### config.mk
export PLATFORM = sky130hd
export DESIGN_NAME = q2
export DESIGN_NICKNAME = d
export VERILOG_FILES = /design/src/rtl/q2_pkg.sv /design/src/rtl/q2_gray_enc.sv /design/src/rtl/q2.sv
export SDC_FILE = /design/constraint.sdc
export NUM_CORES = 1
export LEC_CHECK = 0
export BUFFER_PORTS_ARGS = -buffer_cell sky130_fd_sc_hd__buf_2
export CORE_AREA = 4 4 41 43
export CTS_CLUSTER_DIAMETER = 40
export DETAILED_ROUTE_END_ITERATION = 16
export DIE_AREA = 0 0 45 47
export GPL_TIMING_DRIVEN = 0
export PLACE_DENSITY = 0.38
export SLEW_MARGIN = 10
export SYNTH_ARGS = -nofsm -noshare
export SYNTH_HDL_FRONTEND = slang
export SYNTH_SLANG_ARGS = --single-unit
### constraint.sdc
create_clock -name clk -period 1.5 [get_ports clk]
set_clock_uncertainty 0.15 [all_clocks]
set_input_delay 0.075 -clock clk [delete_from_list [all_inputs] [get_ports clk]]
set_output_delay 0.075 -clock clk [all_outputs]
set_load 0.01 [all_outputs]
### src/rtl/q2_pkg.sv
// Shared width, count type and reset value for the q2 loadable counter.
package q2_pkg;

    localparam int Q2_WIDTH = 4;

    typedef logic [Q2_WIDTH-1:0] q2_cnt_t;

    localparam q2_cnt_t Q2_RST_VAL = '0;

endpackage

### src/rtl/q2_gray_enc.sv
// Combinational binary-to-Gray converter.
// Used by q2 only when Q2_GRAY_OUT_EN is defined.
module q2_gray_enc #(
    parameter int WIDTH = 4
) (
    input  logic [WIDTH-1:0] bin_i,
    output logic [WIDTH-1:0] gray_o
);

    assign gray_o = bin_i ^ (bin_i >> 1);

endmodule

### src/rtl/q2.sv
// 4-bit loadable wrap-around up-counter with a registered output.
// When Q2_GRAY_OUT_EN is defined, out carries the Gray code of the count.
module q2
    import q2_pkg::*;
#(
    parameter int WIDTH = Q2_WIDTH
) (
    input  logic             clk,
    input  logic             reset,
    input  logic             set,
    input  logic [WIDTH-1:0] init,
    output logic [WIDTH-1:0] out
);

    logic [WIDTH-1:0] cnt_q;
    logic [WIDTH-1:0] cnt_d;

    // A load takes priority over the increment, so a load on the wrap cycle wins.
    always_comb begin
        cnt_d = cnt_q + WIDTH'(1);
        if (set) begin
            cnt_d = init;
        end
    end

    always_ff @(posedge clk or negedge reset) begin
        if (!reset) begin
            cnt_q <= WIDTH'(Q2_RST_VAL);
        end else begin
            cnt_q <= cnt_d;
        end
    end

`ifdef Q2_GRAY_OUT_EN
    logic [WIDTH-1:0] gray_d;
    logic [WIDTH-1:0] out_q;

    q2_gray_enc #(
        .WIDTH (WIDTH)
    ) u_gray_enc (
        .bin_i  (cnt_d),
        .gray_o (gray_d)
    );

    // Encoding the next count keeps the output latency at one cycle.
    always_ff @(posedge clk or negedge reset) begin
        if (!reset) begin
            out_q <= WIDTH'(Q2_RST_VAL);
        end else begin
            out_q <= gray_d;
        end
    end

    assign out = out_q;
`else
    assign out = cnt_q;
`endif

endmodule

# Word level (Yosys, flattened, before mapping)
# Index checks and enable logic that the tools add are counted.
dict set report totals {
  reg_bits 4
  in_bits 7
  out_inout_bits 4
}
dict set report classes {
  add_sub_neg 1
  muxes 1
}
# op n
set ops {}
lappend ops {{adder 4 x 1 -> 4 bit, second input constant} 1}
lappend ops {{2-to-1 mux 4 bit} 1}

# Longest topological paths before layout
# Gate-level depths: netlist (run 1).
dict set report depth {
  ltp_word 2
  mapped_depth 3
}

# Least setup slack after synthesis (run 1)
# Ideal clock, no wire load.
dict set report synth_timing {
  path_kind {flip-flop to flip-flop}
  from {register cnt_q[0] (netlist: out[0])}
  to {register cnt_q[1] (netlist: out[1])}
  setup_time_ns 0.125
  arrival_time_ns 0.949
  slack_ns 0.276
  stages_incl_launch_ff 3
  cell_sequence {dfrtp_1 ha_1 mux2_2}
}
dict set report synth_between {
  elab_chain_len 2
}
# item line
set synth_rtl {}
lappend synth_rtl {{start: declaration} q2.sv:15} ;# logic [WIDTH-1:0] cnt_q;
lappend synth_rtl {{start signal: assignment} q2.sv:28} ;# cnt_q <= WIDTH'(Q2_RST_VAL);
lappend synth_rtl {{start signal: assignment} q2.sv:30} ;# cnt_q <= cnt_d;
lappend synth_rtl {{adder 4 x 1 -> 4 bit} q2.sv:20} ;# cnt_d = cnt_q + WIDTH'(1);
lappend synth_rtl {{2-to-1 mux 4 bit} q2.sv:21} ;# if (set) begin
lappend synth_rtl {{net cnt_d[1]} q2.sv:16} ;# logic [WIDTH-1:0] cnt_d;
# The timed path passes the listed nets, and every way through them passes these cells.

# Worst setup path in the final report (run 1)
dict set report layout_timing {
  from {input port set}
  to {register cnt_q[2] (netlist: out[2])}
}
dict set report layout_between {
  elab_chain_len 1
}
# item line
set layout_rtl {}
lappend layout_rtl {{start: declaration} q2.sv:10} ;# input logic set,
lappend layout_rtl {{2-to-1 mux 4 bit} q2.sv:21}
lappend layout_rtl {{net cnt_d[2]} q2.sv:16}
# The timed path passes the listed nets, and every way through them passes these cells.

==> impl_metrics.env, run 1 <==
export IMPL_status="finished, final reports clean"
export IMPL_drt_iter0_drc=1
export IMPL_wl_met1_um=233
export IMPL_critical_path_cell_chain="dlygate4sd3_1 > nand2_1 > dlygate4sd3_1 > o21ai_0"
export IMPL_max_slew_margin_pct=82.75
export IMPL_yosysWarnings=0
export IMPL_slew_viol_final=0
export IMPL_core_um2=1301
export IMPL_criticalPathCategory="input pin to flip-flop"
export IMPL_die_y_um=47
export IMPL_topRoutingLayerUsed="met3"
export IMPL_area_growth_pct=102.2
export IMPL_critPathMaxStageDelay_ns=0.64
export IMPL_postRouteAntennaNets=0
export IMPL_die_w_um=45
export IMPL_clk_path_buf_depth=2
export IMPL_cts_clk_slew_worst_paths_ns=0.04
export IMPL_grt_pass1_wl_um=772
export IMPL_seq_area_frac_synth_pct=57.97
export IMPL_setup_tns_final_ns=0
export IMPL_pre_cts_slack_ns=0.2723
export IMPL_setup_viol=0
export IMPL_place_gp_congestion=0.6026
export IMPL_layout_worst_path_cycle_share_pct=97.39
export IMPL_routed_wl_um=476
export IMPL_netlist_area_um2=172.7
export IMPL_route_detailed_drc=0
export IMPL_overflow=0
export IMPL_layout_common_cells="9 x dlygate4sd3_1, 9 x buf_2, 4 x dfrtp_1"
export IMPL_min_period_ns=1.461
export IMPL_diodes=0
export IMPL_clk_latency_ns=0.23
export IMPL_cp_start_kind="input pin"
export IMPL_setup_ws_ns=0.03917
export IMPL_cts_sinks=4
export IMPL_wl_met3_um=65
export IMPL_fmax_mhz=684.5
export IMPL_rows=13
export IMPL_avgSynthCellArea_um2=11.51
export IMPL_viasPerCell=3.804
export IMPL_largest_reg_flops=4
export IMPL_start_util_pct=13.27
export IMPL_fin_nets=46
export IMPL_peakVddDrop_mv=0.4779
export IMPL_hp_class="input pin to async pin"
export IMPL_vias=194
export IMPL_end_kind="flip-flop"
export IMPL_num_io_pins=11
export IMPL_drv_cap=0
export IMPL_rsz0062_at_grt="no"
export IMPL_cts_root_buf="clkbuf_4"
export IMPL_wl_met2_um=177
export IMPL_hold_slack_ns=0.03625
export IMPL_cts_resized_gates=0
export IMPL_arrival_ns=1.41
export IMPL_gr_usage_all_layers_pct=5.948
export IMPL_worst_slew_pin_slew_ns=0.2579
export IMPL_cts_tree="built"
export IMPL_path_max_fanout=7
export IMPL_synth_net_count=23
export IMPL_powerDensity_nw_per_um2=1018
export IMPL_dr_pass1_iters=2
export IMPL_path_common_cell="dlygate4sd3_1"
export IMPL_required_ns=1.45
export IMPL_antenna_found_initial=0
export IMPL_finalHoldViolations=0
export IMPL_synth_seq_cells=4
export IMPL_grt_pass1_vias=199
export IMPL_synth_cells=15
export IMPL_portBuffers=10
export IMPL_nFillCells=146
export IMPL_cts_buffers=3
export IMPL_postCtsSetupBuffers=0
export IMPL_grt_max_degree=8
export IMPL_yosysUniqueCellTypes=9
export IMPL_htreeDepth=1
export IMPL_p_leak_uw=0.0001593
export IMPL_routedWlPerCell_um=9.333
export IMPL_reg2reg_depth=2
export IMPL_dieArea_um2=2115
export IMPL_final_layout_size_suffix_gt1_share_pct=36.11
export IMPL_cpMaxStageDelayCell="dlygate4sd3_1"
[final cells by class]
| type | count | area [um^2] | area share (%) |
|---|---|---|---|
| sequential | 4 | 100.1 | 28.67 |
| tap | 15 | 18.77 | 5.376 |
| clock buffer | 3 | 22.52 | 6.452 |
| timing repair buffer | 18 | 135.1 | 38.71 |
| multi-input combinational | 11 | 72.57 | 20.79 |
[kinds of logic (layout without fill, tap and decap cells)]
family | count (synthesis) | count (layout) | synth area share, %
buffers and inverters | 0 | 21 | 0
AND/OR/NAND/NOR | 4 | 4 | 9.417
flip-flops | 4 | 4 | 57.97
XOR/XNOR | 2 | 2 | 10.15
AO/OA/AOI/OAI | 3 | 3 | 8.693
multiplexers | 1 | 1 | 6.521
adder cells (fa/ha/maj) | 1 | 1 | 7.245
[metrics by stage]
step           instance area, um^2  total power (uW)  std cells  utilization, %
2_1_floorplan                172.7             173.8         15               -
4_1_cts                      354.1             364.0         52           27.21
6_report                     349.1             355.3         51           26.83
5_1_grt                      349.1             386.4         51           26.83
3_5_place_dp                 241.5             209.1         40           18.56
3_3_place_gp                 241.5             206.0         40           18.56
[final timing paths]
path | start | endpoint | slack, ns
setup / recovery | set | out[2] | 0.04
setup reg to reg | out[0] | out[1] | 0.27
hold reg to reg | out[0] | out[0] | 0.37
max in group asynchronous | reset | out[0] | 1.04
hold / removal | reset | out[2] | 0.04
min in group clk | out[0] | out[0] | 0.37
[worst max-delay path: cells and delay by family]
family | cells | cell delay, ns
compound gates | 1 | 0.07
buf+inv | 2 | 1.18
simple gates | 1 | 0.09
[where the power goes]
group / internal (uW) / total, uW / switching (uW)
registers: 125 / 139 / 14.0
clock network: 89.4 / 132 / 43.0
logic: 49.6 / 84.1 / 34.5
[cells in the mapped netlist]
| cell type | count | area [um^2] |
|---|---|---|
| dfrtp_1 | 4 | 100.1 |
| nand2_1 | 3 | 11.26 |
| o21ai_0 | 2 | 10.01 |
| ha_1 | 1 | 12.51 |
| mux2_2 | 1 | 11.26 |
| nand3_1 | 1 | 5.000 |
| o21ai_1 | 1 | 5.000 |
| xnor2_1 | 1 | 8.760 |
| xor2_1 | 1 | 8.760 |
[what timing repair did]
action                                  in CTS  in global routing
endpoints found under the hold margin        8                  0
endpoints found under the setup margin       0                  1
hold buffers                                 9                  0
[routing by layer]
metal,GRT usage [%],vias to the layer above
met5,0,-
li1,-,93
met4,3.509,0
met3,6.897,0
met2,6.497,13
met1,6.437,88
Power figures use the tool's default switching activity.
==> run 2, diff against run 1 <==
- SKIP_CTS_REPAIR_TIMING: not set -> 1
- SYNTH_HIERARCHICAL: not set -> 1
==> run 2 against run 1 <==
Via count is 1.0% higher. Cell area is 1.4% higher. Sequential power hardly changed. Largest cell class unchanged. Setup slack better by 0.0023 ns. Sequential share of layout area is 0.41 points lower. Wire length is 0.84% lower. Critical path type unchanged. Non-clock buffer count is 1 higher. Utilization is 0.38 points higher. Register-to-register slack hardly changed. Worst hold slack hardly changed. Final cell count is 2.0% higher. Clock power hardly changed.
==> impl_metrics.env, run 2 <==
export IMPL_avgSynthCellArea_um2=11.51
export IMPL_fin_util_pct=27.21
export IMPL_nFillCells=148
export IMPL_hold_slack_ns=0.03647
export IMPL_drv_cap=0
export IMPL_wl_met3_um=65
export IMPL_diodes=0
export IMPL_yosysUniqueCellTypes=9
export IMPL_yosysMostFrequentCell="dfrtp_1"
export IMPL_synth_common_cells="4 x dfrtp_1, 3 x nand2_1, 2 x o21ai_0"
export IMPL_synth_net_count=23
export IMPL_largest_reg_flops=4
export IMPL_layout_worst_path_cycle_share_pct=97.23
export IMPL_cts_sinks=4
export IMPL_netlist_area_um2=172.7
export IMPL_cts_tree="built"
export IMPL_clk_path_buf_depth=2
export IMPL_layout_commonest_cell="buf_2"
export IMPL_htreeDepth=1
export IMPL_criticalPathCategory="input pin to flip-flop"
export IMPL_regToRegStartpoint="out[0]"
export IMPL_dieArea_um2=2115
export IMPL_postRouteAntennaNets=0
export IMPL_core_um2=1301
export IMPL_start_util_pct=13.27
export IMPL_yosysWarnings=6
export IMPL_reg2reg_setup_slack_ns=0.28
export IMPL_rows=13
export IMPL_wl_met2_um=177
export IMPL_fmax_mhz=685.6
export IMPL_overflow=0
export IMPL_grt_pass1_wl_um=627
export IMPL_viasPerCell=3.769
export IMPL_max_slew_margin_pct=91.86
export IMPL_async_flop_share_pct=100.0
export IMPL_synth_top_area_share_pct=57.97
export IMPL_yosys_area_top_type="dfrtp_1"
export IMPL_synth_edf_count=0
export IMPL_slew_viol_final=0
export IMPL_antenna_found_initial=0
export IMPL_cp_start_kind="input pin"
export IMPL_end_kind="flip-flop"
export IMPL_drt_iter0_drc=1
export IMPL_grt_max_degree=8
export IMPL_fin_nets=47
export IMPL_topRoutingLayerUsed="met3"
export IMPL_routed_wl_um=472
export IMPL_gr_usage_all_layers_pct=5.155
export IMPL_arrival_ns=1.42
export IMPL_portBuffers=10
export IMPL_synthFlopType="dfrtp_1"
export IMPL_place_gp_congestion=0.6026
export IMPL_path_max_fanout=7
export IMPL_grt_pass1_vias=154
export IMPL_required_ns=1.46
export IMPL_synth_area_top_cells="dfrtp_1 58%, ha_1 7.2%, mux2_2 6.5%, nand2_1 6.5%, o21ai_0 5.8%"
export IMPL_wl_met1_um=229
export IMPL_cts_clk_slew_worst_paths_ns=0.04
export IMPL_p_leak_uw=0.0001632
export IMPL_routedWlPerCell_um=9.077
export IMPL_peakVddDrop_mv=0.4769
export IMPL_cp_startpoint="set"
export IMPL_status="finished, final reports clean"
export IMPL_synth_cells=15
export IMPL_layout_common_cells="10 x buf_2, 9 x dlygate4sd3_1, 4 x dfrtp_1"
export IMPL_dr_pass1_iters=2
export IMPL_cts_buffers=3
export IMPL_final_layout_size_suffix_gt1_share_pct=37.84
export IMPL_die_y_um=47
export IMPL_min_period_ns=1.458
export IMPL_cts_root_buf="clkbuf_4"
export IMPL_seq_area_frac_synth_pct=57.97
export IMPL_route_detailed_drc=0
export IMPL_vias=196
export IMPL_finalHoldViolations=0
export IMPL_num_io_pins=11
export IMPL_clk_latency_ns=0.23
export IMPL_powerDensity_nw_per_um2=1005
export IMPL_area_growth_pct=105.1
export IMPL_worst_slew_pin_slew_ns=0.1208
export IMPL_setup_viol=0
export IMPL_hp_class="input pin to async pin"
export IMPL_die_w_um=45
export IMPL_synth_seq_cells=4
==> run 2: area by class of cell <==
class,count,area [um^2],share of cell area [%]
clock buffers,3,22.52,6.360
flip-flops and latches,4,100.1,28.27
well taps,15,18.77,5.300
multi-input cells,11,72.57,20.49
repair buffers,19,140.1,39.58
==> run 2: worst max-delay path, stage by stage <==
cell and delay [ns]:
dlygate4sd3_1 0.52, buf_2 0.16, nand2_1 0.06, dlygate4sd3_1 0.53, o21ai_0 0.07
==> run 2: path summary, 6_finish.rpt <==
| kind | to | cells after the start |
|---|---|---|
| max in group asynchronous | out[0] | 2 |
| worst min-delay path | out[2] | 2 |
| worst max register to register | out[1] | 2 |
| worst min register to register | out[0] | 1 |
| min in group clk | out[0] | 1 |
| worst max-delay path | out[2] | 5 |
==> run 2: kinds of logic (layout without fill, tap and decap cells) <==
group                    count (synthesis)  count (layout)  synth area share [%]
flip-flops                               4               4                 57.97
AND/OR/NAND/NOR                          4               4                 9.417
AO/OA/AOI/OAI                            3               3                 8.693
XOR/XNOR                                 2               2                 10.15
adder cells (fa/ha/maj)                  1               1                 7.245
multiplexers                             1               1                 6.521
buffers and inverters                    0              22                     0
==> run 2: metal layers <==
metal	GRT usage, %	up-vias
met5	0	-
met4	3.509	0
met3	6.897	0
met2	3.955	13
met1	6.207	88
li1	-	95
==> run 2: report_power, final <==
group          internal (uW)  leakage [uW]  switching, uW  total (uW)
logic                   50.3      0.000102           34.4        84.8
registers                125     0.0000477           14.0         139
clock network           89.4     0.0000138           42.9         132
total                    265      0.000163           91.3         356
==> run 2: metrics by stage <==
step                power (uW)  setup slack (ns)  cells    TNS (ns)  area [um^2]
floorplan                173.8            0.2761     15           0        172.7
global placement         206.0            0.2953     40           0        241.5
detailed placement       209.1            0.2723     40           0        241.5
CTS                      346.4            0.2650     43           0        264.0
global route             387.6        -0.0009983     52  -0.0009983        354.1
finish                   355.9           0.04152     52           0        354.1
